--- src/rtl/mem_stage.sv ---
// Memory-access stage: issues EX/MEM word loads/stores on a req/ack bus and registers MEM/WB results.
// Non-memops retire in 1 cycle; memops hold stall until mem_ack or a TIMEOUT-cycle abort.
module mem_stage #(
   parameter int unsigned TIMEOUT = 16
) (
   input  logic        clk,
   input  logic        reset,
   input  logic        regWrite,
   input  logic        memToReg,
   input  logic        memWrite,
   input  logic        memRead,
   input  logic [31:0] aluResult,
   input  logic [31:0] writeData,
   input  logic [4:0]  writeReg,
   output logic        mem_req,
   output logic        mem_we,
   output logic [31:0] mem_addr,
   output logic [31:0] mem_wdata,
   input  logic [31:0] mem_rdata,
   input  logic        mem_ack,
   output logic        stall,
   output logic        wb_regWrite,
   output logic        wb_memToReg,
   output logic [31:0] wb_readData,
   output logic [31:0] wb_aluResult,
   output logic [4:0]  wb_writeReg,
   output logic        align_error,
   output logic        bus_error
);

   typedef enum logic {IDLE, BUSY} state_t;

   localparam logic [7:0] CNT_LAST = 8'(TIMEOUT - 1);

   state_t      state_q, state_d;
   logic [7:0]  cnt_q, cnt_d;
   logic        mem_req_q, mem_req_d;
   logic        mem_we_q, mem_we_d;
   logic [31:0] mem_addr_q, mem_addr_d;
   logic [31:0] mem_wdata_q, mem_wdata_d;
   logic        wb_reg_write_q, wb_reg_write_d;
   logic        wb_mem_to_reg_q, wb_mem_to_reg_d;
   logic [31:0] wb_read_data_q, wb_read_data_d;
   logic [31:0] wb_alu_result_q, wb_alu_result_d;
   logic [4:0]  wb_write_reg_q, wb_write_reg_d;
   logic        align_error_q, align_error_d;
   logic        bus_error_q, bus_error_d;

   logic memop;
   logic misaligned;

   assign memop      = memRead | memWrite;
   assign misaligned = memop & (aluResult[1:0] != 2'b00);

   always_comb begin
      state_d         = state_q;
      cnt_d           = cnt_q;
      mem_req_d       = mem_req_q;
      mem_we_d        = mem_we_q;
      mem_addr_d      = mem_addr_q;
      mem_wdata_d     = mem_wdata_q;
      wb_reg_write_d  = wb_reg_write_q;
      wb_mem_to_reg_d = wb_mem_to_reg_q;
      wb_read_data_d  = wb_read_data_q;
      wb_alu_result_d = wb_alu_result_q;
      wb_write_reg_d  = wb_write_reg_q;
      align_error_d   = 1'b0;
      bus_error_d     = 1'b0;
      stall           = 1'b0;

      case (state_q)
         IDLE: begin
            if (!memop) begin
               wb_reg_write_d  = regWrite;
               wb_mem_to_reg_d = memToReg;
               wb_alu_result_d = aluResult;
               wb_write_reg_d  = writeReg;
            end else if (misaligned) begin
               // Dropped access retires as a bubble so the register file is untouched.
               align_error_d  = 1'b1;
               wb_reg_write_d = 1'b0;
            end else begin
               stall          = 1'b1;
               state_d        = BUSY;
               mem_req_d      = 1'b1;
               mem_we_d       = memWrite;
               mem_addr_d     = aluResult;
               mem_wdata_d    = writeData;
               cnt_d          = 8'd0;
               wb_reg_write_d = 1'b0;
            end
         end
         BUSY: begin
            // Ack wins over timeout; upstream advances on the ack edge itself.
            if (mem_ack) begin
               state_d         = IDLE;
               mem_req_d       = 1'b0;
               if (!mem_we_q) begin
                  wb_read_data_d = mem_rdata;
               end
               wb_reg_write_d  = regWrite;
               wb_mem_to_reg_d = memToReg;
               wb_alu_result_d = aluResult;
               wb_write_reg_d  = writeReg;
            end else if (cnt_q == CNT_LAST) begin
               state_d        = IDLE;
               mem_req_d      = 1'b0;
               bus_error_d    = 1'b1;
               wb_reg_write_d = 1'b0;
            end else begin
               stall          = 1'b1;
               cnt_d          = cnt_q + 8'd1;
               wb_reg_write_d = 1'b0;
            end
         end
         default: state_d = IDLE;
      endcase
   end

   always_ff @(posedge clk) begin
      if (reset) begin
         state_q         <= IDLE;
         cnt_q           <= 8'd0;
         mem_req_q       <= 1'b0;
         mem_we_q        <= 1'b0;
         mem_addr_q      <= 32'd0;
         mem_wdata_q     <= 32'd0;
         wb_reg_write_q  <= 1'b0;
         wb_mem_to_reg_q <= 1'b0;
         wb_read_data_q  <= 32'd0;
         wb_alu_result_q <= 32'd0;
         wb_write_reg_q  <= 5'd0;
         align_error_q   <= 1'b0;
         bus_error_q     <= 1'b0;
      end else begin
         state_q         <= state_d;
         cnt_q           <= cnt_d;
         mem_req_q       <= mem_req_d;
         mem_we_q        <= mem_we_d;
         mem_addr_q      <= mem_addr_d;
         mem_wdata_q     <= mem_wdata_d;
         wb_reg_write_q  <= wb_reg_write_d;
         wb_mem_to_reg_q <= wb_mem_to_reg_d;
         wb_read_data_q  <= wb_read_data_d;
         wb_alu_result_q <= wb_alu_result_d;
         wb_write_reg_q  <= wb_write_reg_d;
         align_error_q   <= align_error_d;
         bus_error_q     <= bus_error_d;
      end
   end

   assign mem_req      = mem_req_q;
   assign mem_we       = mem_we_q;
   assign mem_addr     = mem_addr_q;
   assign mem_wdata    = mem_wdata_q;
   assign wb_regWrite  = wb_reg_write_q;
   assign wb_memToReg  = wb_mem_to_reg_q;
   assign wb_readData  = wb_read_data_q;
   assign wb_aluResult = wb_alu_result_q;
   assign wb_writeReg  = wb_write_reg_q;
   assign align_error  = align_error_q;
   assign bus_error    = bus_error_q;

endmodule

--- config.mk ---
export PLATFORM = sky130hd
export DESIGN_NAME = mem_stage
export DESIGN_NICKNAME = d
export VERILOG_FILES = /design/src/rtl/mem_stage.sv
export SDC_FILE = /design/constraint.sdc
export NUM_CORES = 1
export LEC_CHECK = 0
export ABC_AREA = 1
export ABC_CLOCK_PERIOD_IN_PS = 3500
export BUFFER_PORTS_ARGS = -buffer_cell sky130_fd_sc_hd__buf_4
export CORE_MARGIN = 1.5
export CORE_UTILIZATION = 50
export CTS_CLUSTER_DIAMETER = 30
export CTS_CLUSTER_SIZE = 28
export DETAILED_ROUTE_END_ITERATION = 6
export PLACE_DENSITY = 0.85
export SLEW_MARGIN = 15
export SYNTH_ARGS = -nofsm -noshare
export SYNTH_HDL_FRONTEND = slang
export SYNTH_SLANG_ARGS = --single-unit
--- constraint.sdc ---
create_clock -name clk -period 3.5 [get_ports clk]
set_input_delay 0.175 -clock clk [delete_from_list [all_inputs] [get_ports clk]]
set_output_delay 0.175 -clock clk [all_outputs]
set_load 0.01 [all_outputs]
==> key figures <==
Outcome
  – Outcome: completed

Global route
  – Met3 Use GR: 7.781%
  – M2 GR Usage: 56.68%
  – GR Overflow Total: 0
  – Largest net degree at the start of global routing: 79
  – Gr busiest metal: met2
  – Initial antenna violation count: 0
  – M1 GR Usage: 36.84%
  – Vias in the first global route: 5939
  – Gr usage total: 31.90%
  – First-pass GRT wire length: 28.92 mm

Pwr
  – PwrDens: 489.2 nW/µm²
  – Internal Power: 3.214 mW
  – Final Power: 4.300 mW
  – Sw Share: 25.25%
  – Worst VDD drop: 0.0004491 V
  – Psw: 1.085 mW
  – Leak Pwr: 4.013 nW
  – Clock share of power: 43.0%
  – Register share of total power: 42.6%
  – Combinational fraction of design power: 14.4%

Timing
  – Hold Fails Final Rpt: 0
  – RSZ-0062 raised after global routing: false
  – Setup Viol. Count Final: 0
  – Final worst path period share: 72.25%
  – Setup WS post-layout: 971.4 ps
  – Slew HR: 25.15%
  – Minimum clock period: 2529 ps
  – Clock Skew: 14.05 ps
  – Worst slew pin tran: 1123 ps
  – Fmax: 395.5 MHz
  – TNS Setup: 0 ps
  – Slew Limit Fails: 0

Clock tree
  – Post-CTS Setup Bufs: 0
  – H-Tree Depth: 4
  – Clk buf depth: 2
  – Hold Buf Count CTS: 105
  – Skew-Pair Late Insertion Delay: 500 ps
  – CTS sink count: 148
  – Reg clk slew, reported paths: 60 ps
  – Post-CTS Resized: 0
  – TritonCTS Buffers: 17
  – CTS root buf: clkbuf_8
  – CTS tree: yes

Drt
  – Remaining antenna violation count after routing: 0
  – Drt total wl: 18.62 mm
  – Iteration-0 DRC count of the detailed router: 365
  – Wire length per cell: 15.93 µm
  – Via count: 6038
  – DRT Pass-1 Iters: 6
  – Via/cell ratio: 5.165
  – DRC violations left: 0

Critical path
  – CP Class: input pin to output pin
  – CP Max Fanout: 72
  – CP Launch Type: input pin
  – Arrival time worst endpoint: 2350 ps
  – Data required, critical path: 3320 ps
  – Worst setup EP type: output pin

Final layout
  – Area Overhead vs Synth: 63.41%
  – Area of the multi-input gates: 2071 µm²
  – Share of layout cells above drive strength 1: 28.27%
  – Diode count: 0
  – Non-Filler Instances: 1169
  – Final Core Density: 84.76%
  – Fillers: 590
  – Seq. cell area: 2963 µm²
  – Final Net Count: 1129

Hold path
  – Hold Path Class: input pin to register

Placed design
  – Post-DP HPWL: 9.815 mm
  – Placed cells: 1032
  – Post-place setup slack: 1436 ps
  – RD Place Congestion: 0.8621
  – IO Port Bufs: 247

Die
  – IO Pins: 248
  – Die height: 106.7 µm
  – Core area: 10370 µm²
  – Initial Util: 51.87%
  – Row Count: 37
  – Die Width: 106.7 µm
  – Total die area: 11390 µm²

Synthesis
  – Synthesized area: 5379 µm²
  – Avg Cell Area, Syn: 7.784 µm²
  – Sequential area share after synthesis: 55.08%
  – Synth Warn #: 0
  – Post-Syn Instances: 691
  – Yosys reg bits: 148
  – Post-synth net total: 800
  – Yosys cell types: 25

Flow run
  – Max Cap Viol: 0
## final timing paths
| kind | slack [ps] | cells after the start | to | startpoint |
|---|---|---|---|---|
| worst max-delay path | 970 | 7 | stall | memWrite |
| worst min-delay path | 200 | 4 | align_error | memRead |
| worst min register to register | 470 | 2 | mem_addr[1] | mem_addr[1] |
| worst max register to register | 1360 | 6 | wb_writeReg[0] | state_q |
## layout make-up
class / instances / area share, %
clock buffers: 19 / 4.911
clock inverters: 13 / 1.950
inverters: 16 / 0.7117
multi-input cells: 483 / 23.56
flip-flops and latches: 148 / 33.71
well taps: 136 / 1.936
repair buffers: 354 / 33.22
## cell usage in the layout, fill, tap and decap left out, drive strengths merged, types with 4 or more instances in the layout
| master | netlist | layout |
|---|---|---|
| inv | 16 | 20 |
| nor2 | 157 | 157 |
| nand2 | 161 | 161 |
| o21ai | 71 | 71 |
| nand3 | 15 | 15 |
| clkinv | 0 | 4 |
| dlygate4sd3 | 0 | 105 |
| buf | 25 | 249 |
| a21oi | 71 | 71 |
| dfxtp | 148 | 148 |
| clkbuf | 19 | 19 |
## cells in the mapped netlist
| library cell | number | area, µm² |
|---|---|---|
| o21ai_0 | 57 | 285.3 |
| inv_2 | 4 | 15.01 |
| o21bai_4 | 1 | 18.77 |
| inv_4 | 1 | 6.260 |
| or2_1 | 1 | 6.260 |
| nor3_1 | 3 | 15.01 |
| nand3_2 | 1 | 10.01 |
| o21bai_1 | 1 | 7.510 |
| nand3_1 | 14 | 70.07 |
| nand2_4 | 1 | 11.26 |
| nor2_1 | 156 | 585.6 |
| ha_1 | 1 | 12.51 |
| clkbuf_2 | 1 | 5.000 |
| nand2_1 | 158 | 593.1 |
| a21oi_1 | 71 | 355.3 |
| o21ai_1 | 14 | 70.07 |
| buf_6 | 12 | 135.1 |
| buf_2 | 7 | 35.03 |
| clkbuf_1 | 18 | 67.56 |
| nor2_2 | 1 | 6.260 |
| nand4_1 | 1 | 6.260 |
| nand2_2 | 2 | 12.51 |
| dfxtp_1 | 148 | 2963 |
| buf_4 | 6 | 45.04 |
| inv_1 | 11 | 41.29 |
## kinds of logic after synthesis
kind of cell / synth area share (%)
and+or+nand+nor: 24.47
AOI/OAI and AO/OA: 13.70
adders and majority gates: 0.2326
DFF: 55.08
buffers and inverters: 6.513
## registers in the layout, indices dropped and copies added (netlist names)
name and cells:
cnt_q 8, mem_we 1, state_q 1, wb_writeReg 5
wb_aluResult 32, mem_addr 32, mem_wdata 32, wb_memToReg 1
wb_readData 32, bus_error 1, mem_req 1, align_error 1
wb_regWrite 1
## critical path, stage by stage
cell and delay (ps):
dlygate4sd3_1 550, buf_4 140, or2_1 270, nand3_2 110, buf_4 640, nand2_4 210
buf_4 210
## stage by stage
step                hold slack (ps)  cell area (µm²)
floorplan                     301.9             5379
global placement              395.9             7136
detailed placement            404.3             7136
CTS                           187.5             8790
global route                  216.8             8790
finish                        200.8             8790
## metal layers
layer,vias to the layer above,wire [µm]
met5,-,0
met4,0,546
met3,51,1460
met2,326,9395
met1,2793,7216
li1,2868,-
## power groups by stage
| stage | combinational, mW | clock, mW | sequential (mW) |
|---|---|---|---|
| 6_report | 0.620 | 1.85 | 1.83 |
| 5_1_grt | 0.666 | 1.95 | 1.84 |
| 4_1_cts | 0.600 | 1.86 | 1.83 |
| 3_5_place_dp | 0.502 | 0 | 1.86 |
| 3_3_place_gp | 0.494 | 0 | 1.86 |
| 2_1_floorplan | 0.205 | 0 | 1.90 |
(Power assumes the default switching activity.)
